File: config.mk
export PLATFORM = sky130hd
export DESIGN_NAME = ssd_scan_controller_flat
export DESIGN_NICKNAME = d
export VERILOG_FILES = /design/src/rtl/ssd_scan_if.sv /design/src/rtl/ssd_scan_controller.sv /design/src/flat_wrapper.sv
export SDC_FILE = /design/constraint.sdc
export NUM_CORES = 1
export LEC_CHECK = 0
export BUFFER_PORTS_ARGS = -buffer_cell sky130_fd_sc_hd__buf_2
export CAP_MARGIN = 15
export CELL_PAD_IN_SITES_DETAIL_PLACEMENT = 1
export CELL_PAD_IN_SITES_GLOBAL_PLACEMENT = 1
export CORE_MARGIN = 10
export CORE_UTILIZATION = 38
export CTS_CLUSTER_DIAMETER = 150
export CTS_CLUSTER_SIZE = 28
export DETAILED_ROUTE_END_ITERATION = 8
export GPL_ROUTABILITY_DRIVEN = 0
export GPL_TIMING_DRIVEN = 1
export HOLD_SLACK_MARGIN = 0.02
export PLACE_DENSITY = 0.79
export SLEW_MARGIN = 20
export SYNTH_ARGS = -nofsm -noshare
export SYNTH_HDL_FRONTEND = slang
export SYNTH_SLANG_ARGS = --single-unit
File: constraint.sdc
create_clock -name ClkPort -period 3.3 [get_ports ClkPort]
set_input_delay 0 -clock ClkPort [delete_from_list [all_inputs] [get_ports ClkPort]]
set_output_delay 0 -clock ClkPort [all_outputs]
set_load 0.01 [all_outputs]
File: src/rtl/ssd_scan_if.sv
// Producer/display-side bundle for the seven-segment scan controller.
interface ssd_scan_if #(
    parameter int unsigned NUM_DIGITS = 8
);
    logic [4*NUM_DIGITS-1:0] value_in;
    logic                    load;
    logic                    load_ack;
    logic [NUM_DIGITS-1:0]   digit_en;
    logic [NUM_DIGITS-1:0]   dp_in;
    logic                    lz_suppress;
    logic [NUM_DIGITS-1:0]   an;
    logic [6:0]              seg;
    logic                    dp;
    logic                    frame_done;

    // Value producer / pin-side view
    modport master (
        output value_in, load, digit_en, dp_in, lz_suppress,
        input  load_ack, an, seg, dp, frame_done
    );

    // Scan controller view
    modport slave (
        input  value_in, load, digit_en, dp_in, lz_suppress,
        output load_ack, an, seg, dp, frame_done
    );
endinterface

File: src/rtl/ssd_scan_controller.sv
// Time-multiplexed common-anode 7-segment scanner with blanking dead time,
// hex decode, leading-zero suppression and frame-aligned value commit.
module ssd_scan_controller #(
    parameter int unsigned NUM_DIGITS   = 8,
    parameter int unsigned DIGIT_CYCLES = 262144,
    parameter int unsigned BLANK_CYCLES = 1024
) (
    input  logic        ClkPort,
    input  logic        Reset,
    ssd_scan_if.slave   bus
);
    localparam int unsigned VAL_W   = 4 * NUM_DIGITS;
    localparam int unsigned IDX_W   = (NUM_DIGITS > 1) ? $clog2(NUM_DIGITS) : 1;
    localparam int unsigned MAX_CYC = (DIGIT_CYCLES > BLANK_CYCLES) ? DIGIT_CYCLES : BLANK_CYCLES;
    localparam int unsigned CNT_W   = (MAX_CYC > 1) ? $clog2(MAX_CYC) : 1;

    localparam logic [CNT_W-1:0] DIGIT_LAST = CNT_W'(DIGIT_CYCLES - 1);
    localparam logic [CNT_W-1:0] BLANK_LAST = CNT_W'(BLANK_CYCLES - 1);
    localparam logic [IDX_W-1:0] IDX_LAST   = IDX_W'(NUM_DIGITS - 1);

    typedef enum logic {
        ST_BLANK = 1'b0,
        ST_ON    = 1'b1
    } state_t;

    state_t                state_q, state_d;
    logic [CNT_W-1:0]      cnt_q, cnt_d;
    logic [IDX_W-1:0]      idx_q, idx_d;
    logic [VAL_W-1:0]      shadow_q, shadow_d;
    logic [VAL_W-1:0]      staging_q, staging_d;
    logic                  pending_q, pending_d;
    logic [NUM_DIGITS-1:0] an_q, an_d;
    logic [6:0]            seg_q, seg_d;
    logic                  dp_q, dp_d;
    logic                  load_ack_q, load_ack_d;
    logic                  frame_done_q, frame_done_d;

    logic [NUM_DIGITS-1:0] zero_above;
    logic                  zero_run;
    logic [3:0]            cur_nib;
    logic                  digit_lit;
    logic                  boundary;

    // Active-low abcdefg pattern for one hex nibble
    function automatic logic [6:0] hex_to_seg(input logic [3:0] nib);
        logic [6:0] s;
        unique case (nib)
            4'h0: s = 7'b0000001;
            4'h1: s = 7'b1001111;
            4'h2: s = 7'b0010010;
            4'h3: s = 7'b0000110;
            4'h4: s = 7'b1001100;
            4'h5: s = 7'b0100100;
            4'h6: s = 7'b0100000;
            4'h7: s = 7'b0001111;
            4'h8: s = 7'b0000000;
            4'h9: s = 7'b0000100;
            4'hA: s = 7'b0001000;
            4'hB: s = 7'b1100000;
            4'hC: s = 7'b0110001;
            4'hD: s = 7'b1000010;
            4'hE: s = 7'b0110000;
            4'hF: s = 7'b0111000;
        endcase
        return s;
    endfunction

    // Current digit nibble and "this nibble and everything above it is zero" map
    always_comb begin
        zero_run   = 1'b1;
        zero_above = '0;
        cur_nib    = '0;
        for (int i = NUM_DIGITS - 1; i >= 0; i--) begin
            zero_run      = zero_run & (shadow_q[4*i +: 4] == 4'h0);
            zero_above[i] = zero_run;
            if (idx_q == IDX_W'(i)) begin
                cur_nib = shadow_q[4*i +: 4];
            end
        end
    end

    // Digit 0 is never suppressed so a zero value still shows "0"
    assign digit_lit = bus.digit_en[idx_q]
                     && !(bus.lz_suppress && (idx_q != '0) && zero_above[idx_q]);

    // Scan sequencing, output decode and frame-aligned commit
    always_comb begin
        state_d      = state_q;
        cnt_d        = cnt_q + CNT_W'(1);
        idx_d        = idx_q;
        shadow_d     = shadow_q;
        staging_d    = staging_q;
        pending_d    = pending_q;
        an_d         = '1;
        seg_d        = 7'h7F;
        dp_d         = 1'b1;
        load_ack_d   = 1'b0;
        frame_done_d = 1'b0;
        boundary     = 1'b0;

        case (state_q)
            ST_BLANK: begin
                if (cnt_q == BLANK_LAST) begin
                    state_d = ST_ON;
                    cnt_d   = '0;
                end
            end
            ST_ON: begin
                if (digit_lit) begin
                    an_d  = ~(NUM_DIGITS'(1) << idx_q);
                    seg_d = hex_to_seg(cur_nib);
                    dp_d  = ~bus.dp_in[idx_q];
                end
                if (cnt_q == DIGIT_LAST) begin
                    state_d  = ST_BLANK;
                    cnt_d    = '0;
                    boundary = (idx_q == IDX_LAST);
                    idx_d    = (idx_q == IDX_LAST) ? '0 : idx_q + IDX_W'(1);
                end
            end
            default: ;
        endcase

        // A load landing on the boundary bypasses staging and commits directly
        if (boundary) begin
            frame_done_d = 1'b1;
            if (pending_q || bus.load) begin
                shadow_d   = bus.load ? bus.value_in : staging_q;
                pending_d  = 1'b0;
                load_ack_d = 1'b1;
            end
        end else if (bus.load) begin
            staging_d = bus.value_in;
            pending_d = 1'b1;
        end
    end

    // State and output registers
    always_ff @(posedge ClkPort or posedge Reset) begin
        if (Reset) begin
            state_q      <= ST_BLANK;
            cnt_q        <= '0;
            idx_q        <= '0;
            shadow_q     <= '0;
            staging_q    <= '0;
            pending_q    <= 1'b0;
            an_q         <= '1;
            seg_q        <= 7'h7F;
            dp_q         <= 1'b1;
            load_ack_q   <= 1'b0;
            frame_done_q <= 1'b0;
        end else begin
            state_q      <= state_d;
            cnt_q        <= cnt_d;
            idx_q        <= idx_d;
            shadow_q     <= shadow_d;
            staging_q    <= staging_d;
            pending_q    <= pending_d;
            an_q         <= an_d;
            seg_q        <= seg_d;
            dp_q         <= dp_d;
            load_ack_q   <= load_ack_d;
            frame_done_q <= frame_done_d;
        end
    end

    assign bus.an         = an_q;
    assign bus.seg        = seg_q;
    assign bus.dp         = dp_q;
    assign bus.load_ack   = load_ack_q;
    assign bus.frame_done = frame_done_q;

endmodule

File: src/flat_wrapper.sv
// flat-port wrapper written by rule: the top's interface ports become plain ports
module ssd_scan_controller_flat 
#(
    parameter int unsigned NUM_DIGITS   = 8,
    parameter int unsigned DIGIT_CYCLES = 262144,
    parameter int unsigned BLANK_CYCLES = 1024
)
  (ClkPort, Reset, bus_value_in, bus_load, bus_digit_en, bus_dp_in, bus_lz_suppress, bus_load_ack, bus_an, bus_seg, bus_dp, bus_frame_done);
  ssd_scan_if #(.NUM_DIGITS(NUM_DIGITS)) bus_i ();
  input  logic ClkPort;
  input  logic Reset;
  input wire logic [$bits(bus_i.value_in)-1:0] bus_value_in;
  input wire logic [$bits(bus_i.load)-1:0] bus_load;
  input wire logic [$bits(bus_i.digit_en)-1:0] bus_digit_en;
  input wire logic [$bits(bus_i.dp_in)-1:0] bus_dp_in;
  input wire logic [$bits(bus_i.lz_suppress)-1:0] bus_lz_suppress;
  output wire logic [$bits(bus_i.load_ack)-1:0] bus_load_ack;
  output wire logic [$bits(bus_i.an)-1:0] bus_an;
  output wire logic [$bits(bus_i.seg)-1:0] bus_seg;
  output wire logic [$bits(bus_i.dp)-1:0] bus_dp;
  output wire logic [$bits(bus_i.frame_done)-1:0] bus_frame_done;
  assign bus_i.value_in = bus_value_in;
  assign bus_i.load = bus_load;
  assign bus_i.digit_en = bus_digit_en;
  assign bus_i.dp_in = bus_dp_in;
  assign bus_i.lz_suppress = bus_lz_suppress;
  assign bus_load_ack = bus_i.load_ack;
  assign bus_an = bus_i.an;
  assign bus_seg = bus_i.seg;
  assign bus_dp = bus_i.dp;
  assign bus_frame_done = bus_i.frame_done;
  ssd_scan_controller #(.NUM_DIGITS(NUM_DIGITS), .DIGIT_CYCLES(DIGIT_CYCLES), .BLANK_CYCLES(BLANK_CYCLES)) u_core (.ClkPort(ClkPort), .Reset(Reset), .bus(bus_i));
endmodule
## Yosys cells after proc, flatten, opt, wreduce, memory -nomap -nowiden

Memory sizes are Yosys's and may differ from the RTL's.
Cells that the tools add are included.

| storage, ports and cells | value |
|---|---|
| register bits | 105 |
| bits in read-only memories | 112 |
| input port bits | 52 |
| output and inout port bits | 18 |
| word-level logic and storage cells | 91 |
| memories kept | 1 |

Memories:

| name | depth | width | rd ports | clocked after memory_dff | write ports | line | RTL |
|---|---|---|---|---|---|---|---|
| (no name shown) | 16 | 7 | 1 | 0 | 0 | ssd_scan_controller.sv:47 | `unique case (nib)` |

| operators by class | value |
|---|---|
| add/sub/neg operators | 2 |
| magnitude comparators | 1 |
| equality and inequality tests | 10 |
| shifts and indexed selects | 1 |
| multiplexer cells | 36 |
| bitwise operators | 10 |
| reduce and logical (&&, ||, !) cells | 19 |

Operators with widths:

| operator | number |
|---|---|
| 2-to-1 mux 18 bit | 2 |
| one-hot mux 18 bit (2 select lines) | 1 |
| logical NOT 4 bit | 8 |
| 2-to-1 mux 32 bit | 1 |
| 2-to-1 mux 4 bit | 8 |
| adder 18 x 1 -> 18 bit (second input constant) | 1 |
| equality test 18 x 10 -> 1 bit (second input constant) | 1 |
| equality test 18 bit (second input constant) | 1 |
| 2-to-1 mux 8 bit | 2 |
| 2-to-1 mux 1 bit | 15 |
| 2-to-1 mux 7 bit | 2 |
| equality test 3 bit (second input constant) | 4 |
| binary-select mux 1 bit (select 3 bit) | 3 |
| inverter 8 bit | 1 |
| left shift 1 x 3 -> 8 bit (first input constant) | 1 |
| bitwise AND 1 bit | 7 |
| equality test 3 x 2 -> 1 bit (second input constant) | 2 |
| AND reduction 2 bit | 3 |
| less-than comparator 3 x 4 -> 1 bit (second input constant) | 1 |
| adder 3 x 1 -> 3 bit (second input constant) | 1 |
| equality test 3 x 1 -> 1 bit (second input constant) | 1 |
| logical AND 1 bit | 3 |
| logical NOT 3 bit | 1 |
| 2-to-1 mux 3 bit | 1 |
| 7 further kinds | 8 |

## Longest topological paths before layout

Gate-level depths: netlist of run 1.

| depth | value |
|---|---|
| depth in word-level cells | 15 |
| depth in mapped cells | 15 |
| gate-level depth less buffers | 12 |

## Worst setup path before layout of run 1

Ideal clock, no wire load.

| timing path | value |
|---|---|
| path kind | reg-to-reg |
| start | register u_core.idx_q[1] |
| end | register u_core.seg_q[6], in the netlist u_core.bus.seg[6] |
| setup time | 92 ps |
| arrival | 2915 ps |
| required time | 3208 ps |
| setup slack | 293 ps |
| stages on the path, launching flop included | 16 |
| buffers on the path | 3 |
| period minus slack after synthesis | 3007 ps |
| cells stage by stage | dfrtp_1 > clkbuf_1 > inv_1 > ha_1 > clkbuf_1 > clkbuf_1 > a21oi_1 > o21ai_0 > a311o_1 > a41oi_1 > inv_1 > ha_1 > a211oi_1 > a22oi_1 > mux2i_1 > a32oi_1 |

| on the way | value |
|---|---|
| cells in the longest elaborated chain, start to end | 12 |
| elaborated cells between the ends (all ways) | 28 |
| classes of those cells | eq/ne (7); mux (14); reduce/logical (6); memory (1) |

RTL lines:

| element | line | RTL |
|---|---|---|
| start: declaration | ssd_scan_controller.sv:28 | `logic [IDX_W-1:0] idx_q, idx_d;` |
| start signal: assignment | ssd_scan_controller.sv:155 | `idx_q <= idx_d;` |
| equality test 3 bit | ssd_scan_controller.sv:76 | `if (idx_q == IDX_W'(i)) begin` |
| 2-to-1 mux 4 bit (8 in series) | ssd_scan_controller.sv:76 |  |
| memory (16 x 7 bit) | -- |  |
| 2-to-1 mux 7 bit (*) | ssd_scan_controller.sv:109 | `if (digit_lit) begin` |
| 2-to-1 mux 7 bit (*) | ssd_scan_controller.sv:101 | `case (state_q)` |
| net u_core.seg_d[6] | ssd_scan_controller.sv:33 | `logic [6:0] seg_q, seg_d;` |
| end signal: assignment | ssd_scan_controller.sv:160 | `seg_q <= seg_d;` |
| end: declaration | ssd_scan_controller.sv:33 |  |

The timed path passes the listed nets; every way through them passes the cells marked *. The select of a mux whose other input is x is not followed.
A chain may end at the register's enable or synchronous reset.

## Worst setup path in the final report of run 1

| timing path | value |
|---|---|
| start | register u_core.idx_q[0] |
| end | register u_core.seg_q[6], in the netlist u_core.bus.seg[6] |

Same word-level chain as after synthesis.

==> results of run 1 <==
==> layout by cell type, fill, tap and decap left out, types with 3 or more instances in the layout <==
cell type and n:
dfstp_2 16, dlygate4sd3_1 33, nor2b_1 6, nand3b_1 4, and3_1 6, clkbuf_16 9, nor3_1 6, dfrtp_1 88
ha_1 12, nor4_1 7, buf_4 15, xor2_1 6, nand2_1 65, nor2_1 25, nand2b_1 3, nor3b_1 3
o21ai_0 48, xnor2_1 10, mux2_4 30, mux2i_1 37, buf_2 69, inv_1 14, a21oi_1 16, nand3_1 13
a211oi_1 3, mux4_2 4, a21o_1 3
==> layer usage <==
layer | wire length, um | global-route usage (%) | share of wire [%]
met1 | 6580 | 19.2 | 46
met2 | 6680 | 23.9 | 47
met4 | 263 | 4.39 | 1.8
met3 | 717 | 4.36 | 5.0
met5 | 0 | 0 | 0
==> where the power goes <==
group	leakage (nW)	total, mW	internal [mW]	switching, mW
Combinational	1.57	0.222	0.132	0.0905
Sequential	1.32	1.35	1.33	0.0224
Clock	0.139	1.06	0.588	0.476
==> area by class of cell <==
cell class,instances,area share (%)
Sequential cell,105,40.3
Multi-Input combinational cell,347,39.0
Timing Repair Buffer,117,12.0
Clock buffer,11,3.54
Tap cell,180,3.43
Inverter,15,0.895
Clock inverter,5,0.857
==> path summary, 6_finish.rpt <==
check,start,end,depth (start not counted)
worst min-delay path,bus_dp_in[0],u_core.bus.dp,5
min in group asynchronous,Reset,u_core.cnt_q[8],3
worst min register to register,u_core.cnt_q[0],u_core.cnt_q[0],1
max in group asynchronous,Reset,u_core.bus.seg[6],4
worst max-delay path,u_core.idx_q[0],u_core.bus.seg[6],13
worst max register to register,u_core.idx_q[0],u_core.bus.seg[6],13
==> critical path, stage by stage, from the launching register on <==
cell	delay [ns]
dfrtp_1	0.48
ha_1	0.27
ha_1	0.27
buf_4	0.20
nand2_1	0.07
o21ai_0	0.09
a311o_1	0.29
a41oi_1	0.33
inv_1	0.16
ha_1	0.30
a211oi_1	0.20
a22oi_1	0.11
mux2i_1	0.17
a32oi_1	0.08
==> state kept, by name, summed over array words and instances, names as in the netlist <==
name and cells:
u_core.bus.an 8, u_core.bus.dp 1, u_core.bus.frame_done 1, u_core.bus.load_ack 1, u_core.bus.seg 7, u_core.cnt_q 18
u_core.idx_q 3, u_core.pending_q 1, u_core.shadow_q 32, u_core.staging_q 32, u_core.state_q 1
==> timing repair <==
item                       CTS  global route
setup endpoints to repair    0             6
hold endpoints to repair   103             0
gates resized for setup      0             4
hold buffers                33             0
==> cells by family (layout without fill, tap and decap cells) <==
logic type | Yosys count | in the layout | share of synthesized area [%]
muxes | 73 | 73 | 17.2
xor gates and xnor gates | 16 | 16 | 2.58
AOI/OAI and AO/OA | 97 | 97 | 11.1
adders and majority gates | 12 | 12 | 2.77
buffers and inverters | 44 | 148 | 4.13
and+or+nand+nor | 149 | 149 | 13.4
DFF | 105 | 105 | 48.8
==> synth_stat cells (2+ instances only) <==
cell type / count / area, sq um
buf_12: 3 / 60.1
o221ai_1: 2 / 17.5
o31a_1: 2 / 17.5
nor2b_1: 6 / 37.5
nor3b_1: 3 / 22.5
a311o_1: 3 / 30.0
a21oi_1: 16 / 80.1
xnor2_1: 10 / 87.6
o21ai_0: 49 / 245
mux2i_1: 37 / 370
nor4_1: 7 / 43.8
nor2_1: 25 / 93.8
buf_2: 2 / 10.0
a31oi_1: 2 / 12.5
and3_1: 6 / 37.5
nand4_1: 2 / 12.5
nand2_1: 65 / 244
o311ai_0: 2 / 17.5
dfstp_2: 16 / 420
dfrtp_1: 89 / 2230
a21o_1: 3 / 22.5
nand3_1: 13 / 65.1
mux2_4: 30 / 450
nand3b_1: 4 / 30.0
ha_1: 12 / 150
o22a_1: 2 / 17.5
nand2b_1: 3 / 18.8
inv_1: 15 / 56.3
clkbuf_1: 22 / 82.6
xor2_1: 6 / 52.6
a41oi_1: 3 / 26.3
o311a_1: 2 / 20.0
a211oi_1: 3 / 22.5
mux4_2: 4 / 90.1
nor3_1: 6 / 30.0
mux2_2: 2 / 22.5
==> metrics by stage <==
step | cell area, sq um | power (mW)
3_5_place_dp | 5940 | 1.57
2_1_floorplan | 5430 | 1.51
4_1_cts | 6560 | 2.67
3_3_place_gp | 5940 | 1.56
5_1_grt | 6570 | 2.76
6_report | 6570 | 2.63
==> impl_metrics.ini, run 1 <==
[critical_path]
end_kind = register
regToRegSetupSlack_ns = 0.18
cp-start-kind = register
cp.required_ns = 3.56
cp_max_fo = 9
arrival_ns = 3.37
crit_type = reg -> reg

[synthesis]
synth_area_sq_mm = 0.00543
ys_ff_latch = 105
syn_area_per_cell_sq_um = 10.9
yosysSeqAreaShare_pct = 48.8
synth_flop_cell = dfrtp_1
yosysUniqueCellTypes = 55
synth_fp_nets = 560
syn_inst = 496
async_reset_ff_share_pct = 100
synth_enable_flop_cells = 0
yosysWarnings = 0

[sta]
setup_violations = 0
rsz0062_at_grt = false
worst_pin_slew_ns = 0.650
hold_violations = 0
period_share_pct = 94.4
setup_tns_ns = 0
fmax_ghz = 0.321
finalWorstSetupSlack_ns = 0.184
hold_slack_ns = 0.0933
max_slew_margin_pct = 56.1
skew_ns = 0.0115
final_period_minus_worst_setup_slack_ns = 3.12
drv_slew = 0

[placement]
port_buffers = 69
dp.cells = 731
dpl.hpwl_um = 10500
place_ws_ns = 0.124

[die]
core_area_sq_mm = 0.0139
io_pins = 70
die_w_um = 139
dieHeight_um = 139
std_cell_rows = 43
die_area_sq_mm = 0.0195
start_util_pct = 38.9

[routing]
drt_first_pass_iters = 4
drtAntennaViolNets = 0
vias = 4148
viasPerCell = 5.32
routedWlPerCell_um = 18.3
drt-total-wl_um = 14200
drc_errors = 0
drt_iter0_drc = 235

[clocking]
htreeDepth = 3
clk_path_buf_depth = 2
root_buffer = clkbuf_16
clock_sinks = 105
cts_buffers = 9
clk_pin_slew_ns = 0.07
insertion_delay_ns = 0.36
postCtsSetupBuffers = 0
cts_tree = yes

[pwr]
power_density_mw_per_mm2 = 401
ir_worst_vdd_mv = 0.264
power_leakage_nw = 3.03

[final_layout]
multi_input_area_sq_mm = 0.00256
syn_to_final_growth_pct = 21.1
finish.utilization_pct = 47.2
fillers = 1520
fin_cells = 780
nets = 659
antenna_cells = 0
layout-drive-gt1-share_pct = 27.0
seq_area_sq_mm = 0.00265

[worst_hold_path]
hold_path_class = in -> reg

[global_route]
grt.overflow.total = 0
grt_max_degree = 45
grt_pass1_vias = 4647
globalRouteTotalUtil_pct = 15.0
grt_first_pass_wirelength_um = 24200
antenna_found_initial = 0

[status]
outcome = completed

[job]
drv_cap = 0
(Power assumes the default switching activity.)
==> run 2: changes to the inputs <==
- CTS_BUF_LIST: unset -> sky130_fd_sc_hd__clkbuf_2 sky130_fd_sc_hd__clkbuf_4 sky130_fd_sc_hd__clkbuf_8
- PLACE_DENSITY: 0.79 -> unset
- PLACE_DENSITY_LB_ADDON: unset -> 0.1
==> impl_metrics.ini, run 2 (synthesis gave the netlist of run 1 again) <==
[status]
outcome = completed

[placement]
dpl.hpwl_um = 10200
port_buffers = 69

[global_route]
grt_max_degree = 66
antenna_found_initial = 0
globalRouteTotalUtil_pct = 14.9
grt.overflow.total = 0
grt_first_pass_wirelength_um = 23900
grt_pass1_vias = 4483

[routing]
drt_first_pass_iters = 4
drt-total-wl_um = 14100
vias = 4055
viasPerCell = 5.21
drc_errors = 0
routedWlPerCell_um = 18.1
drtAntennaViolNets = 0
drt_iter0_drc = 215

[pwr]
power_density_mw_per_mm2 = 378
power_leakage_nw = 2.99
ir_worst_vdd_mv = 0.297

[sta]
hold_violations = 0
drv_slew = 0
skew_ns = 0.0227
setup_violations = 0
worst_pin_slew_ns = 0.789
max_slew_margin_pct = 46.7
period_share_pct = 95.9
rsz0062_at_grt = false
fmax_ghz = 0.316
final_period_minus_worst_setup_slack_ns = 3.16
setup_tns_ns = 0

[final_layout]
layout_commonest_cell = dfrtp_1
fillers = 1533
finish.utilization_pct = 46.5
nets = 657
syn_to_final_growth_pct = 19.6
layout-drive-gt1-share_pct = 26.9
antenna_cells = 0
layout_common_cells = dfrtp_1, buf_2, nand2_1, o21ai_0, mux2i_1
multi_input_area_sq_mm = 0.00256
reg_top3 = u_core.shadow_q x32, u_core.staging_q x32, u_core.cnt_q x18
seq_area_sq_mm = 0.00265

[critical_path]
end_kind = register
r2r_cells = 9
regToRegSetupSlack_ns = 0.14
crit_type = reg -> reg
regToRegStartpoint = u_core.idx_q[0]
cp-start-kind = register
cp_max_fo = 9
cp.required_ns = 3.58
arrival_ns = 3.45
timing.rr.end = u_core.bus.seg[3]

[worst_hold_path]
hold_path_class = in -> reg
hold_start = bus_dp_in[1]
whs_path_depth = 5
hold_path_end = u_core.bus.dp

[die]
die_w_um = 139
die_area_sq_mm = 0.0195
io_pins = 70
core_area_sq_mm = 0.0139
dieHeight_um = 139
start_util_pct = 38.9
std_cell_rows = 43

[clocking]
clk_pin_slew_ns = 0.11
insertion_delay_ns = 0.40
cts_tree = yes
cts_buffers = 9
root_buffer = clkbuf_8
clock_sinks = 105
htreeDepth = 3
clk_path_buf_depth = 2

[job]
drv_cap = 0
-- run 2: cell count changes in the layout (fill, tap and decap cells not counted), moves of 2 or more --
| cell | change |
|---|---|
| clkinv_2 | -2 |
| clkbuf_16 | -9 |
| clkbuf_1 | -2 |
| buf_4 | -2 |
| inv_8 | +2 |
| clkbuf_8 | +9 |
| clkinv_4 | +2 |
-- run 2: what timing repair did --
item	CTS	global route
endpoints found under the setup margin	0	2
setup buffers	0	0
hold endpoints to repair	103	0
hold buffers	33	0
gates resized for setup	0	2
-- run 2: area by class of cell --
type                       count  share of cell area (%)
clock buffer                   9                    1.91
tap                          180                    3.47
inverter                      15                   0.907
timing repair buffer         115                    11.9
clock inverter                 7                    1.47
sequential                   105                    40.8
multi-input combinational    347                    39.5
-- run 2: worst max-delay path: stages (launching register included) --
cell	delay, ns
dfrtp_1	0.44
ha_1	0.20
ha_1	0.31
buf_4	0.20
and3b_1	0.21
a221oi_1	0.48
nor3b_1	0.41
a311oi_2	0.19
a2111oi_0	0.50
a41oi_1	0.10
-- run 2: power breakdown --
group	internal [mW]	switching (mW)	total (mW)
clock	0.372	0.506	0.878
sequential	1.33	0.0216	1.35
combinational	0.132	0.0915	0.224
total	1.83	0.619	2.45
-- run 2: per-stage QoR --
stage	instances	instance area [sq um]	setup WS, ns	hold slack, ns	power (mW)
after floorplan	496	5430	0.293	0.148	1.51
after global placement	729	5930	0.431	0.0902	1.56
after detailed placement	729	5930	0.278	0.104	1.57
after CTS	778	6480	0.240	0.0230	2.49
after global routing	778	6490	0.0382	0.0680	2.57
final	778	6490	0.136	0.0366	2.45
-- run 2: per-layer routing --
layer / routed length [um] / global-route usage, %
met5: 0 / 0
met4: 224 / 4.12
met3: 589 / 4.19
met2: 6820 / 24.0
met1: 6440 / 19.0
-- run 2: worst max path at each step --
stage	cells after the start	slack [ns]	from	to
after floorplan	15	0.29	u_core.idx_q[1]	u_core.bus.seg[6]
after global placement	11	0.43	u_core.idx_q[0]	u_core.bus.seg[6]
after detailed placement	11	0.28	u_core.idx_q[1]	u_core.bus.seg[6]
after CTS	11	0.24	u_core.idx_q[1]	u_core.bus.seg[6]
after global routing	9	0.04	u_core.idx_q[1]	u_core.bus.seg[3]
final	9	0.14	u_core.idx_q[0]	u_core.bus.seg[3]
==> run 3: changes to the inputs <==
- PLACE_DENSITY: unset -> 0.74
- PLACE_DENSITY_LB_ADDON: 0.1 -> unset
- SETUP_SLACK_MARGIN: unset -> 0.4
==> impl_metrics.ini, run 3 (synthesis gave the netlist of run 1 again) <==
[status]
outcome = completed

[placement]
dpl.hpwl_um = 10100
placed_area_sq_mm = 0.00594
port_buffers = 69

[sta]
drv_slew = 0
final_period_minus_worst_setup_slack_ns = 2.75
max_slew_margin_pct = 49.8
worst_pin_slew_ns = 0.753
period_share_pct = 83.2
fmax_ghz = 0.364
hold_violations = 0
setup_tns_ns = 0
rsz0062_at_grt = false
setup_violations = 0
skew_ns = 0.0124

[pwr]
power_leakage_nw = 3.03
ir_worst_vdd_mv = 0.187
power_density_mw_per_mm2 = 378
fin_total_pwr_mw = 2.50

[final_layout]
layout_common_cells = dfrtp_1, buf_2, nand2_1, o21ai_0, mux2i_1
antenna_cells = 0
fin_area_sq_mm = 0.00662
syn_to_final_growth_pct = 22.0
nets = 665
fillers = 1522
layout_commonest_cell = dfrtp_1
layout-drive-gt1-share_pct = 29.8
reg_top3 = u_core.shadow_q x32, u_core.staging_q x32, u_core.cnt_q x18

[critical_path]
path_buf_inv = 2
cp-start-kind = register
crit_path_cell_trace = ha_1 -> ha_2 -> buf_4 -> nand2_1 -> o21ai_0 -> a311o_1 -> a41oi_2 -> inv_2 -> ha_2 -> a211oi_1 -> a22oi_1 -> mux2i_1 -> a32oi_1
crit_top_cell = ha_2
arrival_ns = 3.04
end_kind = register
critPathMaxStageDelay_ns = 0.46
crit_family = compound AO/OA/AOI/OAI gates
cp_max_fo = 9
crit_type = reg -> reg
cp.required_ns = 3.59
slowest_stage = dfrtp_2

[clocking]
clk_path_buf_depth = 2
root_buffer = clkbuf_8
clock_sinks = 105
cts_tree = yes
insertion_delay_ns = 0.39
cts_buffers = 9
clk_pin_slew_ns = 0.10
htreeDepth = 3

[routing]
drt-met1-wl_um = 6500
vias = 4169
dr.max_layer_used = met4
dr_wl_met3_um = 785
drt-total-wl_um = 14300
drtAntennaViolNets = 0
routedWlPerCell_um = 18.2
wl_met2_um = 6790
drc_errors = 0
viasPerCell = 5.31
drt_first_pass_iters = 4
drt_iter0_drc = 214

[die]
std_cell_rows = 43
dieHeight_um = 139
die_w_um = 139
die_area_sq_mm = 0.0195
core_area_sq_mm = 0.0139
start_util_pct = 38.9
io_pins = 70

[global_route]
globalRouteTotalUtil_pct = 15.0
antenna_found_initial = 0
grt_max_degree = 66
grt_first_pass_wirelength_um = 24100
grt.overflow.total = 0
grt_pass1_vias = 4651

[worst_hold_path]
hold_path_class = in -> reg

[job]
drv_cap = 0
-- run 3: cell types whose count changed in the layout (fill, tap and decap cells not counted), moves of 3 or more --
cell      before  now
ha_2           0    5
ha_1          12    7
buf_4         13   20
clkbuf_8       9   12
clkinv_4       3    0
-- run 3: per-stage QoR --
stage	util [%]	instances	setup slack, ns	hold WS, ns
after detailed placement	42.6	730	0.244	0.193
after CTS	46.8	779	0.356	0.0463
after global placement	42.6	730	0.475	0.187
after floorplan	-	496	0.412	0.148
after global routing	47.5	785	0.404	0.0644
final	47.5	785	0.553	0.0611
-- run 3: power breakdown --
part           leakage (nW)  internal [mW]  total (mW)  switching [mW]
Sequential             1.32           1.33        1.35          0.0220
Combinational          1.60          0.133       0.226          0.0932
Clock                 0.119          0.494       0.925           0.431
-- run 3: final timing paths --
path	from	end	slack, ns	cells after the start
hold reg to reg	u_core.pending_q	u_core.pending_q	0.49	2
setup reg to reg	u_core.idx_q[0]	u_core.bus.seg[6]	0.55	13
hold / removal	bus_dp_in[2]	u_core.bus.dp	0.06	5
setup / recovery	u_core.idx_q[0]	u_core.bus.seg[6]	0.55	13
min in group asynchronous	Reset	u_core.state_q	0.30	3
max in group asynchronous	Reset	u_core.bus.an[4]	2.13	4
-- run 3: timing repair --
item | CTS | global route
pin swaps | 0 | 3
resized for setup | 4 | 15
hold buffers | 34 | 0
endpoints found under the hold margin | 113 | 0
setup buffers | 0 | 6
endpoints found under the setup margin | 4 | 7
-- run 3: area by class of cell --
type	count	area [sq um]	area share, %
clock buffers	13	173	2.61
multi-input cells	347	2620	39.5
inverters	15	58.8	0.888
well taps	180	225	3.40
clock inverters	2	60.1	0.907
flip-flops and latches	105	2650	40.0
repair buffers	123	836	12.6
-- run 3: metal layers --
| layer | vias to the layer above | global-route usage, % |
|---|---|---|
| met5 | - | 0 |
| met4 | 0 | 4.61 |
| met3 | 14 | 4.12 |
| met2 | 102 | 24.1 |
| met1 | 2092 | 19.0 |
| li1 | 1961 | - |
-- run 3: worst register-to-register path: cells and delay by family, from the launching register on --
family / cells / cell delay, ns
AO/OA/AOI/OAI: 6 / 1.00
adder cells (fa/ha/maj): 3 / 0.70
buffers and inverters: 2 / 0.27
flip-flops: 1 / 0.46
multiplexers: 1 / 0.15
AND/OR/NAND/NOR: 1 / 0.08
